[config.mk]
export PLATFORM = sky130hd
export DESIGN_NAME = fetch_stage
export DESIGN_NICKNAME = d
export VERILOG_FILES = /design/src/rtl/mips_pkg.sv /design/src/rtl/fetch_fifo.sv /design/src/rtl/fetch_stage.sv
export SDC_FILE = /design/constraint.sdc
export NUM_CORES = 1
export LEC_CHECK = 0
export CORE_UTILIZATION = 52
export DETAILED_ROUTE_END_ITERATION = 6
export HOLD_SLACK_MARGIN = 0.06
export PLACE_DENSITY = 0.9
export SYNTH_ARGS = -nofsm -noshare
export SYNTH_HDL_FRONTEND = slang
export SYNTH_SLANG_ARGS = --single-unit
[constraint.sdc]
create_clock -name clk -period 11.15 [get_ports clk]
set_input_delay 1.115 -clock clk [delete_from_list [all_inputs] [get_ports clk]]
set_output_delay 1.115 -clock clk [all_outputs]
set_load 0.05 [all_outputs]
[src/rtl/mips_pkg.sv]
// Shared types and constants for the MIPS pipeline front end.
package mips_pkg;

    localparam int          WORD_W    = 32;
    localparam logic [31:0] INSTR_NOP = 32'h0000_0000;
    localparam logic [31:0] PC_STEP   = 32'd4;

    typedef struct packed {
        logic [WORD_W-1:0] instr;
        logic [WORD_W-1:0] pc4;
    } fetch_entry_t;

endpackage

[src/rtl/fetch_fifo.sv]
// Two-entry fetch buffer between IF and ID; flush clears pointers and count
// but leaves storage untouched (the empty head is masked by the caller).
module fetch_fifo
    import mips_pkg::*;
(
    input  logic         clk,
    input  logic         rst,
    input  logic         push,
    input  logic         pop,
    input  logic         flush,
    input  fetch_entry_t wr_data,
    output fetch_entry_t rd_data,
    output logic [1:0]   count
);

    fetch_entry_t mem_q [2];
    fetch_entry_t mem_d [2];
    logic         wr_ptr_q, wr_ptr_d;
    logic         rd_ptr_q, rd_ptr_d;
    logic [1:0]   count_q, count_d;
    logic         do_push, do_pop;

    always_comb begin
        do_pop   = pop && (count_q != 2'd0);
        do_push  = push && ((count_q != 2'd2) || do_pop);
        mem_d    = mem_q;
        wr_ptr_d = wr_ptr_q;
        rd_ptr_d = rd_ptr_q;
        count_d  = count_q;
        if (flush) begin
            wr_ptr_d = 1'b0;
            rd_ptr_d = 1'b0;
            count_d  = 2'd0;
        end else begin
            if (do_push) begin
                mem_d[wr_ptr_q] = wr_data;
                wr_ptr_d        = ~wr_ptr_q;
            end
            if (do_pop) begin
                rd_ptr_d = ~rd_ptr_q;
            end
            case ({do_push, do_pop})
                2'b10:   count_d = count_q + 2'd1;
                2'b01:   count_d = count_q - 2'd1;
                default: count_d = count_q;
            endcase
        end
    end

    always_ff @(posedge clk or posedge rst) begin
        if (rst) begin
            mem_q[0] <= '0;
            mem_q[1] <= '0;
            wr_ptr_q <= 1'b0;
            rd_ptr_q <= 1'b0;
            count_q  <= 2'd0;
        end else begin
            mem_q    <= mem_d;
            wr_ptr_q <= wr_ptr_d;
            rd_ptr_q <= rd_ptr_d;
            count_q  <= count_d;
        end
    end

    assign rd_data = mem_q[rd_ptr_q];
    assign count   = count_q;

endmodule

[src/rtl/fetch_stage.sv]
// IF stage: PC register, imem access and a 2-entry buffer towards decode.
// Optional performance counters are built when FETCH_PERF_EN is defined.
module fetch_stage
    import mips_pkg::*;
#(
    parameter logic [WORD_W-1:0] RESET_PC   = 32'h0000_0000,
    parameter int                FIFO_DEPTH = 2
) (
    input  logic              clk,
    input  logic              rst,
    output logic [WORD_W-1:0] imem_addr,
    input  logic [WORD_W-1:0] imem_rdata,
    output logic              imem_en,
    input  logic              br_taken,
    input  logic [WORD_W-1:0] br_target,
    output logic              id_valid,
    input  logic              id_ready,
    output logic [WORD_W-1:0] id_instr,
    output logic [WORD_W-1:0] id_pc4,
    output logic [WORD_W-1:0] perf_fetched,
    output logic [WORD_W-1:0] perf_stalls,
    output logic [WORD_W-1:0] perf_flushes
);

    logic [WORD_W-1:0] pc_q, pc_d;
    logic              push, pop;
    logic [1:0]        count;
    fetch_entry_t      head, wr_entry;

    // A redirect suppresses the fetch at the old PC; a pop frees a slot in the same cycle.
    always_comb begin
        pop      = id_valid && id_ready;
        push     = !br_taken && ((count < 2'(FIFO_DEPTH)) || pop);
        wr_entry = '{instr: imem_rdata, pc4: pc_q + PC_STEP};
        pc_d     = pc_q;
        if (br_taken) begin
            pc_d = {br_target[WORD_W-1:2], 2'b00};
        end else if (push) begin
            pc_d = pc_q + PC_STEP;
        end
    end

    always_ff @(posedge clk or posedge rst) begin
        if (rst) begin
            pc_q <= RESET_PC;
        end else begin
            pc_q <= pc_d;
        end
    end

    fetch_fifo u_fifo (
        .clk     (clk),
        .rst     (rst),
        .push    (push),
        .pop     (pop),
        .flush   (br_taken),
        .wr_data (wr_entry),
        .rd_data (head),
        .count   (count)
    );

    assign imem_addr = pc_q;
    assign imem_en   = push;
    assign id_valid  = (count != 2'd0);
    assign id_instr  = id_valid ? head.instr : INSTR_NOP;
    assign id_pc4    = id_valid ? head.pc4 : '0;

`ifdef FETCH_PERF_EN
    logic [WORD_W-1:0] fetched_q, fetched_d;
    logic [WORD_W-1:0] stalls_q, stalls_d;
    logic [WORD_W-1:0] flushes_q, flushes_d;

    always_comb begin
        fetched_d = fetched_q + WORD_W'(push);
        stalls_d  = stalls_q + WORD_W'(id_valid && !id_ready);
        flushes_d = flushes_q + WORD_W'(br_taken);
    end

    always_ff @(posedge clk or posedge rst) begin
        if (rst) begin
            fetched_q <= '0;
            stalls_q  <= '0;
            flushes_q <= '0;
        end else begin
            fetched_q <= fetched_d;
            stalls_q  <= stalls_d;
            flushes_q <= flushes_d;
        end
    end

    assign perf_fetched = fetched_q;
    assign perf_stalls  = stalls_q;
    assign perf_flushes = flushes_q;
`else
    assign perf_fetched = '0;
    assign perf_stalls  = '0;
    assign perf_flushes = '0;
`endif

endmodule
==> metrics, run 1 <==
Hold Slack=around 0.47 ns; maximum clock path buffer count=2; Worst-path clk slew=0.06 ns; GP Congestion=0.833; Tmin final=just over 4 ns; Setup Crit Path Kind=register to output port; Max-Slew Margin vs Limit=34.2%; number of global-route vias before repair=between 6000 and 7000; antenna viol nets, final=0; I/O pin cnt=about 260; worst path cell trace=buf_4, mux2i_1, nor2_1, clkdlybuf4s50_1; Die W=about 130 microns; initial antenna violation count=0; Die ar.=0.0173 sq mm; Avg Inst Size Synth=8.52 sq um; P_leak=4.66 nW; final net count=roughly 1200; first-pass iteration count of the detailed router=6; VDD IR max=0.110 mV; H-tree lvl count=4; CP delay by family, top=buffers and inverters; Via density=between 5 and 6; Total GRT Usage=24.6%; Fmax=244 MHz; fin util=64.5%; WP buf/inv=2; Worst Max-Slew Pin Slew=0.988 ns; Initial Util=53.0%; crit path launch type=register; Core ar.=~0.016 sq mm; TritonCTS Buffers=17; post-synth top area cell=dfrtp_1; count of cell types in the netlist=44; pwr/cell area=approximately 190 mW/mm^2; setup ws final=7.05 ns; Max-Cap Viols=0; outcome=completed; share of cells above drive strength 1=under 10%; global-route wire length before repair=about 34000 microns; cts hold-fix bufs=0; worst hold-check path type=register to register; largest net degree at the start of global routing=100; post-CTS sizing=0; post-synthesis sequential area ratio=about 45%; worst clock skew=0.00725 ns; Worst-Skew Late Latency=0.42 ns; CTS tree=built; Routed Wire Length=20700 microns; Initial DRC Count=628; setup TNS=0 ns; Area Growth Syn to Fin=21.6%; DRC=0; clock root buffer=clkbuf_16; pre-CTS setup slack=around 7.2 ns; I/O Buffers=around 160; Final Hold Fails=0; Seq cells post-synth=158; leading cell type in the layout, fill and taps excluded=nand2_1; GR Overflow Total=0; setup violators final=0; Post-CTS Setup Inserts=0; routed len/inst=about 15 microns; most frequent cells in the layout=nand2_1 (259), clkdlybuf4s50_1 (159), dfrtp_1 (157); Critical Path RT=10.04 ns; Max Slew Vio Count=0; crit path max fanout=55; CP arrival=2.99 ns; YS warnings=0; clk sinks=158; crit path max-delay cell type=clkdlybuf4s50_1; die height=132 microns; HPWL after DPL=13500 microns; CP peak stage delay=0.87 ns; vias=7422; row cnt=47; Area contributors post-synth=dfrtp_1 (45%), nand2_1 (11%), buf_4 (8.6%); n_diodes=0; RSZ-0062 raised after global routing=false; Cells after Synth=approximately 1000; crit path capture type=output port; period utilization=36.8%; Syn Std Cell Area=0.00873 sq mm; share of the synthesized area in the top cell type=a little under half
[synthesized netlist by cell type, drive strengths merged]
| master | count |
|---|---|
| a221o | 1 |
| xor2 | 11 |
| o31ai | 17 |
| xnor2 | 12 |
| nand2b | 1 |
| buf | 111 |
| o311a | 1 |
| or3 | 11 |
| nand2 | 259 |
| o311ai | 2 |
| inv | 6 |
| o211ai | 9 |
| clkbuf | 61 |
| nor2b | 1 |
| nor2 | 110 |
| a211o | 1 |
| nor4b | 1 |
| conb | 1 |
| or4 | 34 |
| o21ai | 47 |
| a221oi | 1 |
| a21oi | 2 |
| ha | 1 |
| o31a | 1 |
| and4 | 3 |
| or2 | 1 |
| and3 | 5 |
| nand4 | 13 |
| dfrtp | 158 |
| nor4 | 5 |
| o211a | 1 |
| a31oi | 38 |
| and2 | 2 |
| mux2i | 63 |
| mux2 | 1 |
| nor3 | 4 |
| nand3 | 29 |
[final cells by class]
cell class                      count  area [sq um]
Clock buffer                       22           474
Clock inverter                      9           111
Fill cell                        1327          5840
Inverter                            6          27.5
Multi-Input combinational cell    788          4110
Sequential cell                   158          3960
Tap cell                          220           275
Timing Repair Buffer              169          1670
[worst min-delay path, delay by kind of cell (launching register included)]
| kind | cells | cell delay, ns |
|---|---|---|
| flops | 1 | 0.34 |
| simple gates | 2 | 0.10 |
[power breakdown]
group / total, mW / switching [mW] / internal, mW
sequential: 0.769 / 0.0816 / 0.688
clock: 0.574 / 0.227 / 0.347
combinational: 0.663 / 0.454 / 0.209
[stage by stage]
step	power, mW	area [sq um]	cells
floorplan	1.27	9110	1124
global placement	1.42	10000	1341
detailed placement	1.44	10000	1341
CTS	2.02	10600	1372
global route	2.10	10600	1372
finish	2.01	10600	1372
[per-layer routing]
layer	part of all wire, %	global-route usage, %
met3	6.6	4.94
met4	1.3	7.24
met5	0	0
met2	49	40.9
met1	43	32.4
[logic make-up after synthesis]
kind of cell | after synthesis | share of synthesized area (%)
simple gates | 479 | 24.1
buf+inv | 178 | 12.2
flops | 158 | 45.3
compound gates | 121 | 8.61
mux | 64 | 7.35
xor+xnor | 23 | 2.31
fa+ha+maj | 1 | 0.143
other cells | 1 | 0.0429
[sequential cells by signal, summed over array words and instances, names as in the netlist]
register,count
u_fifo.count,2
u_fifo.rd_ptr_q,1
u_fifo.wr_ptr_q,1
u_fifo.mem_q,124
imem_addr,30
[final timing paths]
check                      cells after the start                         start                           end  slack (ns)
min                                            2  u_fifo.mem_q[46]$_DFFE_PP0P_  u_fifo.mem_q[46]$_DFFE_PP0P_        0.47
max                                            4   u_fifo.rd_ptr_q$_DFFE_PP0P_                    id_pc4[20]        7.05
max reg2reg                                    4      imem_addr[2]$_DFFE_PP0N_     imem_addr[24]$_DFFE_PP0N_        8.26
max in group asynchronous                      3                           rst  u_fifo.mem_q[34]$_DFFE_PP0P_        8.55
min in group asynchronous                      2                           rst   u_fifo.mem_q[4]$_DFFE_PP0P_        1.26
min reg2reg                                    2  u_fifo.mem_q[46]$_DFFE_PP0P_  u_fifo.mem_q[46]$_DFFE_PP0P_        0.47
(Power assumes the default switching activity.)
==> run 2, diff against run 1 <==
Settings changed: CORE_UTILIZATION 52 to 48, PLACE_DENSITY 0.9 to 0.84.
Clock period 11.15 ns to 3.8 ns, I/O delays scaled along.
==> metrics, run 2 (synthesis results as in run 1) <==
outcome=completed; crit path capture type=output port; initial antenna violation count=0; Via density=between 5 and 6; Reg2Reg Depth=4; Initial Util=49.8%; Max Slew Vio Count=0; Max-Slew Margin vs Limit=49.1%; Die W=137 microns; Total GRT Usage=23.1%; post-CTS sizing=0; CP peak stage delay=0.82 ns; Tmin final=about 3 ns; Worst-Skew Late Latency=0.42 ns; maximum clock path buffer count=2; most frequent cells in the layout=nand2_1 (259), clkdlybuf4s50_1 (159), dfrtp_1 (157); I/O pin cnt=262; worst hold-check path type=input port to async pin; share of cells above drive strength 1=around 5.1%; cts hold-fix bufs=0; worst path cell trace=buf_12, mux2i_1, nor2_1, clkdlybuf4s50_1; CP arrival=between 2 and 3 ns; Critical Path RT=3.42 ns; Worst Max-Slew Pin Slew=between 0.7 and 0.8 ns; pwr/cell area=546 mW/mm^2; worst clock skew=0.0106 ns; Routed Wire Length=21100 microns; CP startpoint=u_fifo.rd_ptr_q$_DFFE_PP0P_; setup TNS=0 ns; Post-CTS Setup Inserts=0; P_leak=4.69 nW; crit path launch type=register; routed len/inst=~15 microns; Initial DRC Count=between 400 and 500; crit path max fanout=38; row cnt=48; Stages on worst setup path=4; WP buf/inv=2; final net count=1215; Max-Cap Viols=0; GR Overflow Total=0; Core ar.=0.0175 sq mm; largest net degree at the start of global routing=a little under 60; termination of the worst setup path=id_instr[25]; clock root buffer=clkbuf_16; leading cell type in the layout, fill and taps excluded=nand2_1; Final Hold Fails=0; Worst-path clk slew=around 0.06 ns; Fmax=334 MHz; Most flops, register=u_fifo.mem_q; n_diodes=0; global-route wire length before repair=33800 microns; setup violators final=0; GP Congestion=0.848; reg-to-reg critical path endpoint=u_fifo.mem_q[85]$_DFFE_PP0P_; Die ar.=0.0187 sq mm; VDD IR max=0.344 mV; Worst R2R Setup Slack=1.29 ns; clk sinks=158; fin util=61.0%; CP delay by family, top=buffers and inverters; CTS tree=built; RSZ-0062 raised after global routing=false; HPWL after DPL=14600 microns; period utilization=about four fifths; DRC=0; Setup Crit Path Kind=register to output port; H-tree lvl count=4; vias=~7300; die height=137 microns; Area Growth Syn to Fin=22.4%; first-pass iteration count of the detailed router=5; FF-to-FF Start=imem_addr[2]$_DFFE_PP0N_; number of global-route vias before repair=6825; I/O Buffers=159; TritonCTS Buffers=17; max reg flops=124; crit path max-delay cell type=clkdlybuf4s50_1; antenna viol nets, final=0
[run 2: changes by cell type in the layout (fill, tap and decap cells not counted), sizes merged]
cell / previous run / this run
clkinvlp: 2 / 1
clkinv: 4 / 9
clkbuf: 22 / 20
bufinv: 2 / 1
buf: 10 / 16
[run 2: routing by layer]
| layer | global-route usage [%] | share of wire [%] | routed length, microns |
|---|---|---|---|
| met5 | 0 | 0 | 0 |
| met4 | 8.24 | 2.3 | 480 |
| met3 | 3.96 | 6.3 | 1320 |
| met2 | 38.4 | 48 | 10200 |
| met1 | 30.3 | 43 | 9140 |
[run 2: worst min-delay path by stage]
stage                                    endpoint                           from  slack, ns
detailed placement  u_fifo.mem_q[102]$_DFFE_PP0P_  u_fifo.mem_q[102]$_DFFE_PP0P_       0.46
floorplan           u_fifo.mem_q[100]$_DFFE_PP0P_  u_fifo.mem_q[100]$_DFFE_PP0P_       0.44
finish                u_fifo.mem_q[4]$_DFFE_PP0P_                            rst       0.37
global route          u_fifo.mem_q[5]$_DFFE_PP0P_                            rst       0.42
global placement    u_fifo.mem_q[100]$_DFFE_PP0P_  u_fifo.mem_q[100]$_DFFE_PP0P_       0.46
CTS                   u_fifo.rd_ptr_q$_DFFE_PP0P_                            rst       0.37
[run 2: cell type report]
cell class	instances	area, sq um
Tap cell	225	282
Inverter	6	26.3
Timing Repair Buffer	175	1750
Multi-Input combinational cell	788	4110
Fill cell	1499	6840
Clock inverter	12	111
Sequential cell	158	3960
Clock buffer	20	457
[run 2: worst register-to-register path, cell delays in order (launching register included)]
cell      delay (ns)
dfrtp_1         0.52
nand2_1         0.24
or4_1           0.81
a221oi_1        0.62
o21ai_0         0.17
[run 2: metrics by stage]
stage | power (mW) | worst slack (ns) | area (sq um) | hold WS, ns | instances
finish | 5.84 | 0.802 | 10700 | 0.369 | 1384
detailed placement | 4.25 | 1.17 | 10100 | 0.462 | 1352
CTS | 5.88 | 0.783 | 10700 | 0.375 | 1384
floorplan | 3.72 | 1.16 | 9110 | 0.445 | 1124
global route | 6.14 | 0.701 | 10700 | 0.423 | 1384
global placement | 4.19 | 1.21 | 10100 | 0.456 | 1352
[run 2: where the power goes]
part | internal (mW) | switching [mW] | total (mW)
sequential | 2.02 | 0.255 | 2.27
clock | 0.940 | 0.680 | 1.62
combinational | 0.624 | 1.32 | 1.94
total | 3.58 | 2.26 | 5.84
